## src/rtl/seq_pkg.sv

```systemverilog
`default_nettype none
// ==========================================================================
// seq_pkg : encodings shared by the serializer and the pattern detectors
// Revision: 1.0
// ==========================================================================
package seq_pkg;

  typedef enum logic {
    ST_IDLE  = 1'b0,
    ST_SHIFT = 1'b1
  } state_t;

  localparam logic MSB_FIRST = 1'b1;
  localparam logic LSB_FIRST = 1'b0;

endpackage
`default_nettype wire

```

## src/rtl/seq_piso_serializer.sv

```systemverilog
`default_nettype none
// ==========================================================================
// seq_piso_serializer : valid/ready word input, one serial bit per clock
// Revision: 1.0
// ==========================================================================
module seq_piso_serializer #(
  parameter int   WIDTH     = 8,
  parameter logic MSB_FIRST = 1'b1,
  parameter logic IDLE_BIT  = 1'b0
) (
  input  logic             clk,
  input  logic             reset_n,
  input  logic [WIDTH-1:0] din,
  input  logic             din_valid,
  output logic             din_ready,
  output logic             x,
  output logic             x_valid,
  output logic             frame_done,
  output logic             busy
);
  import seq_pkg::*;

  localparam int CW = (WIDTH > 2) ? $clog2(WIDTH) : 1;
  localparam logic [CW-1:0] CNT_LAST = CW'(WIDTH - 1);
  localparam logic [CW-1:0] CNT_ONE  = CW'(1);

  state_t           state;
  logic [WIDTH-1:0] sr;
  logic [WIDTH-1:0] hold;
  logic             hold_full;
  logic [CW-1:0]    cnt;
  logic             accept;

  // The bit currently on x always sits at the head end of sr.
  function automatic logic head_bit(input logic [WIDTH-1:0] w);
    return MSB_FIRST ? w[WIDTH-1] : w[0];
  endfunction

  function automatic logic [WIDTH-1:0] advance(input logic [WIDTH-1:0] w);
    return MSB_FIRST ? {w[WIDTH-2:0], 1'b0} : {1'b0, w[WIDTH-1:1]};
  endfunction

  assign accept = din_valid & din_ready;
  assign busy   = x_valid | hold_full;

  always_ff @(posedge clk or negedge reset_n) begin
    if (!reset_n) begin
      state      <= ST_IDLE;
      sr         <= '0;
      hold       <= '0;
      hold_full  <= 1'b0;
      cnt        <= '0;
      din_ready  <= 1'b0;
      x          <= IDLE_BIT;
      x_valid    <= 1'b0;
      frame_done <= 1'b0;
    end else begin
      din_ready <= !hold_full;
      case (state)
        ST_IDLE: begin
          x          <= IDLE_BIT;
          x_valid    <= 1'b0;
          frame_done <= 1'b0;
          if (accept) begin
            state   <= ST_SHIFT;
            sr      <= din;
            cnt     <= CNT_LAST;
            x       <= head_bit(din);
            x_valid <= 1'b1;
          end
        end

        ST_SHIFT: begin
          if (cnt != '0) begin
            sr         <= advance(sr);
            x          <= head_bit(advance(sr));
            cnt        <= cnt - CNT_ONE;
            frame_done <= (cnt == CNT_ONE);
            if (accept) begin
              hold      <= din;
              hold_full <= 1'b1;
              din_ready <= 1'b0;
            end
          end else begin
            frame_done <= 1'b0;
            if (hold_full) begin
              sr        <= hold;
              x         <= head_bit(hold);
              cnt       <= CNT_LAST;
              hold_full <= 1'b0;
              din_ready <= 1'b1;
            end else if (accept) begin
              // hold is empty, so a word arriving on the last bit goes straight to sr
              sr  <= din;
              x   <= head_bit(din);
              cnt <= CNT_LAST;
            end else begin
              state   <= ST_IDLE;
              x       <= IDLE_BIT;
              x_valid <= 1'b0;
            end
          end
        end

        default: begin
          state   <= ST_IDLE;
          x       <= IDLE_BIT;
          x_valid <= 1'b0;
        end
      endcase
    end
  end

endmodule
`default_nettype wire

```

## config.mk

```make
export PLATFORM = sky130hd
export DESIGN_NAME = seq_piso_serializer
export DESIGN_NICKNAME = d
export VERILOG_FILES = /design/src/rtl/seq_pkg.sv /design/src/rtl/seq_piso_serializer.sv
export SDC_FILE = /design/constraint.sdc
export NUM_CORES = 1
export LEC_CHECK = 0
export CORE_ASPECT_RATIO = 0.75
export CORE_MARGIN = 5
export CORE_UTILIZATION = 54
export CTS_CLUSTER_DIAMETER = 80
export DETAILED_ROUTE_END_ITERATION = 10
export PLACE_DENSITY = 0.75
export SLEW_MARGIN = 20
export SYNTH_ARGS = -nofsm -noshare
export SYNTH_HDL_FRONTEND = slang
export SYNTH_SLANG_ARGS = --single-unit
```

## constraint.sdc

```tcl
create_clock -name clk -period 2.2 [get_ports clk]
set_clock_uncertainty 0.2 [all_clocks]
set_input_delay 0.44 -clock clk [delete_from_list [all_inputs] [get_ports clk]]
set_output_delay 0.44 -clock clk [all_outputs]
set_load 0.03 [all_outputs]
```

After elaboration in Yosys (flattened, before gate mapping)
Index checks and enable logic that the tools add are counted.

storage, ports and cells
  register bits = 25
  bits of input ports = 11

cells by class
  bitwise logic cells = 3
  multiplexer cells = 28
  equality and inequality tests = 5
  add/sub/neg operators = 1
  reduce and logical (&&, ||, !) cells = 5

operator list
  cell                   count
  $mux W8                3
  $mux W1                16
  $pmux W8 S2            1
  $mux W3                3
  $ne A2 B2 Y1 const B   4
  $pmux W1 S2            4
  $pmux W3 S2            1
  $reduce_and A3 Y1      2
  $eq A3 B1 Y1 const B   1
  $reduce_bool A3 Y1     1
  $sub A3 B1 Y3 const B  1
  $reduce_and A2 Y1      1
  $and A1 B1 Y1          1
  $logic_not A1 Y1       1
  $not A1 Y1             1
  $or A1 B1 Y1           1

Logic depth before layout (Yosys ltp)
Gate-level depths: netlist of the first run.

  depth after elaboration = 5
  mapped depth = 7
  depth with buffers taken out = 5

Least setup slack after synthesis of the first run
OpenSTA, ideal clock, no wires.

  path kind = flip-flop to flip-flop
  start = register din_ready
  end = register sr[0]
  library setup time = 0.122 ns
  arrival = 1.368 ns
  clock period less this slack = 1.689 ns
  path buffers = 1
  slack = 0.511 ns
  cell stages (with the launch flop) = 5
  cells stage by stage = dfrtp_1 and2_1 buf_6 mux2_1 a32o_1

on the way
  cells in the longest elaborated chain, start to end = 5

ends and longest elaborated chain
  element                 line                       source
  start, declared         seq_piso_serializer.sv:15  output logic din_ready,
  start signal, assigned  seq_piso_serializer.sv:58  din_ready <= !hold_full;
  $and A1 B1 Y1 (*)       seq_piso_serializer.sv:43  assign accept = din_valid & din_ready;
  $mux W8 (*)             --
  $mux W8 (2 in series)   --
  $pmux W8 S2 (*)         --
  end signal, assigned    seq_piso_serializer.sv:66  sr <= din;
  end signal, assigned    seq_piso_serializer.sv:75  sr <= advance(sr);
  end signal, assigned    seq_piso_serializer.sv:87  sr <= hold;
  end, declared           seq_piso_serializer.sv:28  logic [WIDTH-1:0] sr;

Mark *: on every way between the ends. The rest lies on a longest branch, timed or not.
A chain may end at the register's enable or synchronous reset.

Worst setup path in the final report of the first run
  start = register x_valid
  end = output x_valid

RTL lines
  element                 line                       source
  start, declared         seq_piso_serializer.sv:17  output logic x_valid,
  start signal, assigned  seq_piso_serializer.sv:55  x_valid <= 1'b0;
  start signal, assigned  seq_piso_serializer.sv:62  x_valid <= 1'b0;
  start signal, assigned  seq_piso_serializer.sv:69  x_valid <= 1'b1;

No word-level cell between the ends.

==> metrics.md, run 1 <==
| Metric | Value |
|---|---|
| Clk sink count | `24` |
| Startpoint types | `register` |
| Row Count | `15` |
| Layout cells sized above 1 | `0.228` |
| Worst endpoint required time | `1560 ps` |
| Synth Register Bits | `24` |
| Via-per-instance ratio | `5.69` |
| Fin crit period | `2030 ps` |
| Initial Util | `0.554` |
| Root Driver | `clkbuf_4` |
| Hold WC Path Type | `in -> async` |
| Yosys top cell by area | `dfrtp_1` |
| Fin util | `0.649` |
| CTS Hold Bufs | `0` |
| Post-Route WL | `2530 um` |
| Clock Path Buffers | `2` |
| Worst path max stage delay | `680 ps` |
| Worst r2r src | `cnt[0]$_DFF_PN0_` |
| Slew of the pin with the lowest slew margin | `356 ps` |
| CP bufs+invs | `1` |
| Worst reg2reg setup slack | `390 ps` |
| Post-synth EDFFs | `0` |
| Vias | `894` |
| Initial DRC count | `58` |
| Nets | `138` |
| Post-route setup TNS | `0 ps` |
| Hold WS | `251 ps` |
| Syn Area/Cell | `12.0 um^2` |
| Most frequent cells in the layout | `dfrtp_1 (24), clkdlybuf4s50_1 (13), mux2_4 (8), and3_1 (7), a211oi_1 (7)` |
| CP Data Arrival Time | `1390 ps` |
| Die width | `65.7 um` |
| H-tree depth | `1` |
| IO Count | `16` |
| # setup viols final | `0` |
| Crit share post-route | `0.922` |
| Multi-input logic area | `594 um^2` |
| CP max FO | `3` |
| Pin count of the biggest net entering global routing | `25` |
| Chip height | `51.8 um` |
| Dpl ws | `48.9 ps` |
| Mapped Cells | `105` |
| RSZ-0062 raised after global routing | `no` |
| Worst skew pair latency | `320 ps` |
| Reg area | `601 um^2` |
| Synthesized net count | `119` |
| Total grt overflow | `0` |
| Share of the synthesized area in the top cell type | `0.478` |
| Die ar. | `0.00340 mm^2` |
| R2R Path End | `hold[3]$_DFFE_PN0P_` |
| Maximum VDD drop | `679 uV` |
| CTS tree | `done` |
| Seq/Total Area, Yosys | `0.478` |
| Pwr/cell area | `1320 mW/mm^2` |
| Placer congestion estimate | `0.754` |
| Fmax achieved | `493 MHz` |
| Commonest non-fill, non-tap cell in the layout | `dfrtp_1` |
| Slew HR | `0.762` |
| Worst r2r path cells | `5` |
| Global-route usage over all layers | `0.180` |
| Power Total | `1950 uW` |
| Per-cell routed wire length | `16.1 um` |
| Maximum Capacitance Violations | `0` |
| Critical path endpoint category | `output port` |
| CP cell instances | `clkdlybuf4s50_1` |
| DRT Pass-1 Iters | `4` |
| CP delay by family, top | `buffers and inverters` |
| # port buffers | `15` |
| Asr flop ratio synth | `1.00` |
| Remaining design rule violation count | `0` |
| CP max stage cell | `clkdlybuf4s50_1` |
| Vias in the first global route | `915` |
| Most used DFF post-synth | `dfrtp_1` |
| Critical path class | `reg -> out` |
| Clock transition at path regs | `130 ps` |
| Syn Std Cell Area | `0.00126 mm^2` |
| Synth warn | `0` |
| # diodes | `0` |
| Ranking of synthesized cells by area | `dfrtp_1 (48%), mux2_4 (9.6%), o31ai_2 (6.0%)` |
| First-pass GRT wire length | `4570 um` |
| Final WS setup | `172 ps` |
| Num CTS Buffers | `3` |
| DP HPWL | `1810 um` |
| Post-CTS Setup Inserts | `0` |
| Fillers | `174` |
| Synth-to-layout area growth | `17.2%` |
| Final hold violations | `0` |
| Core ar. | `0.00227 mm^2` |
| Synth unique cells | `34` |
| Run status | `complete, no violations` |
| Initial antenna violation count | `0` |
| P_leak | `0.000703 uW` |
| Antenna Nets Post-Route | `0` |
| Max-slew violations | `0` |
## cell families after synthesis
logic type                 synth area share
AOI/OAI and AO/OA                     0.172
adders and majority gates            0.0299
buffers and inverters                0.0497
DFF                                   0.478
muxes                                 0.104
and+or+nand+nor                       0.166
## stage by stage
stage / area [um^2] / cells
after floorplan: 1260 / 105
after global placement: 1440 / 153
after detailed placement: 1440 / 153
after CTS: 1470 / 157
after global routing: 1470 / 157
final: 1470 / 157
## cell type report
cell class | count | area share
Clock buffer | 4 | 0.0246
Tap cell | 34 | 0.0289
Inverter | 3 | 0.00764
Sequential cell | 24 | 0.407
Multi-Input combinational cell | 72 | 0.403
Timing Repair Buffer | 20 | 0.128
## cells in the mapped netlist (2+ instances only)
cell / count
a21oi_1: 4
mux2_4: 8
a21o_1: 2
ha_1: 3
buf_2: 2
a211oi_1: 7
buf_6: 2
o31ai_2: 6
inv_1: 3
nand3_1: 6
nor2_1: 6
and2_1: 2
dfrtp_1: 24
nand2_1: 4
and3_1: 7
## layer usage
layer,vias to the layer above,part of all wire,track usage
met4,0,0.018,0.0690
met1,439,0.48,0.258
met2,28,0.43,0.245
li1,421,-,-
met5,-,0,0
met3,6,0.063,0.0648
## report_power, final
part           total, uW  internal, uW  leakage, uW  switching [uW]
sequential           760           630     0.000291             130
combinational        954           464     0.000391             490
clock                237           101    0.0000210             136
total               1950          1200     0.000703             755
## state kept, by name, indices dropped and copies added (netlist names)
name	flops
state	1
frame_done	1
sr	7
hold_full	1
x	1
hold	8
x_valid	1
din_ready	1
cnt	3
## what timing repair did
action | 4_1_cts | 5_1_grt
endpoints found under the setup margin | 1 | 1
gates resized for setup | 1 | 1
pin swaps | 0 | 0
## worst max-delay path by stage
stage                        startpoint                   to  slack (ps)  cells past startpoint
global route        x_valid$_DFFE_PN0P_              x_valid         130                      1
detailed placement            din_valid  hold[0]$_DFFE_PN0P_          50                      4
global placement              din_valid  hold[2]$_DFFE_PN0P_         120                      4
floorplan           din_ready$_DFF_PN0_      sr[0]$_DFF_PN0_         510                      4
CTS                 din_ready$_DFF_PN0_            din_ready          10                      1
finish              x_valid$_DFFE_PN0P_              x_valid         170                      1
Note: power is estimated with default switching activity, not from simulation.
==> run 2, diff against run 1 <==
--- a/config.mk
+++ b/config.mk
@@ -10,6 +10,7 @@
 export CORE_UTILIZATION = 54
 export CTS_CLUSTER_DIAMETER = 80
 export DETAILED_ROUTE_END_ITERATION = 10
+export GPL_ROUTABILITY_DRIVEN = 0
 export PLACE_DENSITY = 0.75
 export SLEW_MARGIN = 20
 export SYNTH_ARGS = -nofsm -noshare
==> results of run 2 <==
No change in the layout: final DEF, timing and power equal those of run 1.
==> run 3, diff against run 2 <==
--- a/config.mk
+++ b/config.mk
@@ -11,8 +11,8 @@
 export CTS_CLUSTER_DIAMETER = 80
 export DETAILED_ROUTE_END_ITERATION = 10
 export GPL_ROUTABILITY_DRIVEN = 0
-export PLACE_DENSITY = 0.75
-export SLEW_MARGIN = 20
+export PLACE_DENSITY = 0.78
+export SLEW_MARGIN = 10
 export SYNTH_ARGS = -nofsm -noshare
 export SYNTH_HDL_FRONTEND = slang
 export SYNTH_SLANG_ARGS = --single-unit
==> run 3 against run 2 <==
Effect of this change:
- design area up 0.51%
- setup slack about the same
- fmax about the same
- sequential power up 1%
- hold slack worse by 4.4 ps
- clock power about the same
- core utilization up 0.33 points
- global-route usage up 0.80 points
- non-clock buffer count up 1
==> metrics.md, run 3 (synthesis gave the netlist of run 1 again) <==
| Metric | Value |
|---|---|
| Fillers | `194` |
| Post-Route WL | `2650 um` |
| Critical path class | `reg -> out` |
| Clk sink count | `24` |
| Power Total | `1970 uW` |
| CP cell instances | `clkdlybuf4s50_1` |
| # port buffers | `15` |
| CP max FO | `3` |
| Slew of the pin with the lowest slew margin | `413 ps` |
| Global-route usage over all layers | `0.188` |
| CP Data Arrival Time | `1390 ps` |
| Die width | `65.7 um` |
| Slew HR | `0.725` |
| Startpoint types | `register` |
| Fin crit period | `2030 ps` |
| Maximum VDD drop | `599 uV` |
| Clock transition at path regs | `130 ps` |
| CP bufs+invs | `1` |
| Root Driver | `clkbuf_4` |
| RSZ-0062 raised after global routing | `no` |
| Per-cell routed wire length | `16.8 um` |
| H-tree depth | `1` |
| Crit path depth | `1` |
| Chip height | `51.8 um` |
| Vias in the first global route | `947` |
| Fin util | `0.652` |
| R2R Path End | `hold[0]$_DFFE_PN0P_` |
| Via-per-instance ratio | `5.73` |
| Largest register by flop count | `hold` |
| Remaining design rule violation count | `0` |
| Largest regs | `hold x8, sr x7, cnt x3` |
| Initial Util | `0.554` |
| Worst reg2reg setup slack | `400 ps` |
| Worst endpoint required time | `1560 ps` |
| Worst path max stage delay | `680 ps` |
| Total grt overflow | `0` |
| Max-slew violations | `0` |
| Critical path endpoint category | `output port` |
| Core ar. | `0.00227 mm^2` |
| # diodes | `0` |
| Worst skew pair latency | `320 ps` |
| CP delay by family, top | `buffers and inverters` |
| Num CTS Buffers | `3` |
| Maximum Capacitance Violations | `0` |
| Clock Path Buffers | `2` |
| Nets | `139` |
| Pin count of the biggest net entering global routing | `25` |
| Met2 wire length | `1260 um` |
| Commonest non-fill, non-tap cell in the layout | `dfrtp_1` |
| Post-route setup TNS | `0 ps` |
| P_leak | `0.000707 uW` |
| Hold WC Path Type | `in -> async` |
| Hold WS | `246 ps` |
| Final hold violations | `0` |
| Antenna Nets Post-Route | `0` |
| Initial antenna violation count | `0` |
| Row Count | `15` |
| Crit share post-route | `0.922` |
| Layout cells sized above 1 | `0.234` |
| DP HPWL | `1930 um` |
| Largest register FFs | `8` |
| Met3 wire length | `181 um` |
| Synth-to-layout area growth | `17.8%` |
| Worst r2r src | `cnt[0]$_DFF_PN0_` |
| Pwr/cell area | `1330 mW/mm^2` |
| Met1 WL | `1180 um` |
| Vias | `906` |
| Die ar. | `0.00340 mm^2` |
| CP max stage cell | `clkdlybuf4s50_1` |
| IO Count | `16` |
| # setup viols final | `0` |
| Fmax achieved | `493 MHz` |
| Initial DRC count | `47` |
| Most frequent cells in the layout | `dfrtp_1 (24), clkdlybuf4s50_1 (13), mux2_4 (8), and3_1 (7), a211oi_1 (7)` |
| Run status | `complete, no violations` |
| DRT Pass-1 Iters | `4` |
| Top Metal Used | `met4` |
| Worst r2r path cells | `5` |
| CTS tree | `done` |
| First-pass GRT wire length | `4700 um` |
run 3: metal layers:
layer  vias up  GRT usage
li1        419          -
met2        29      0.291
met3         5     0.0583
met4         0     0.0621
met5         -          0
met1       453      0.249
run 3: what timing repair did:
action | 4_1_cts | 5_1_grt
hold endpoints to repair | 0 | 0
endpoints found under the setup margin | 1 | 1
buffers inserted | 0 | 0
hold buffers | 0 | 0
pin swaps | 0 | 0
gates cloned | 0 | 0
gates resized for setup | 1 | 1
run 3: cell type report:
| class | instances | area (um^2) | area share |
|---|---|---|---|
| Sequential cell | 24 | 601 | 0.405 |
| Multi-Input combinational cell | 72 | 594 | 0.401 |
| Timing Repair Buffer | 21 | 196 | 0.133 |
| Tap cell | 34 | 42.5 | 0.0287 |
| Clock buffer | 4 | 36.3 | 0.0245 |
| Inverter | 3 | 11.3 | 0.00760 |
run 3: report_power, final:
| group | total [uW] | internal [uW] | switching, uW |
|---|---|---|---|
| clock network | 238 | 101 | 136 |
| registers | 769 | 630 | 139 |
| logic | 964 | 470 | 495 |
run 3: per-stage QoR:
step | worst slack (ps) | instance area [um^2] | std cells
finish | 172 | 1480 | 158
global route | 127 | 1480 | 158
CTS | 24.8 | 1480 | 158
detailed placement | 74.8 | 1440 | 154
global placement | 147 | 1440 | 154
floorplan | 511 | 1260 | 105
run 3: worst max-delay path by stage:
stage	from	endpoint
6_report	x_valid$_DFFE_PN0P_	x_valid
5_1_grt	hold_full$_DFFE_PN0P_	busy
4_1_cts	din_ready$_DFF_PN0_	din_ready
3_5_place_dp	din_valid	sr[1]$_DFF_PN0_
2_1_floorplan	din_ready$_DFF_PN0_	sr[0]$_DFF_PN0_
3_3_place_gp	din_valid	sr[4]$_DFF_PN0_
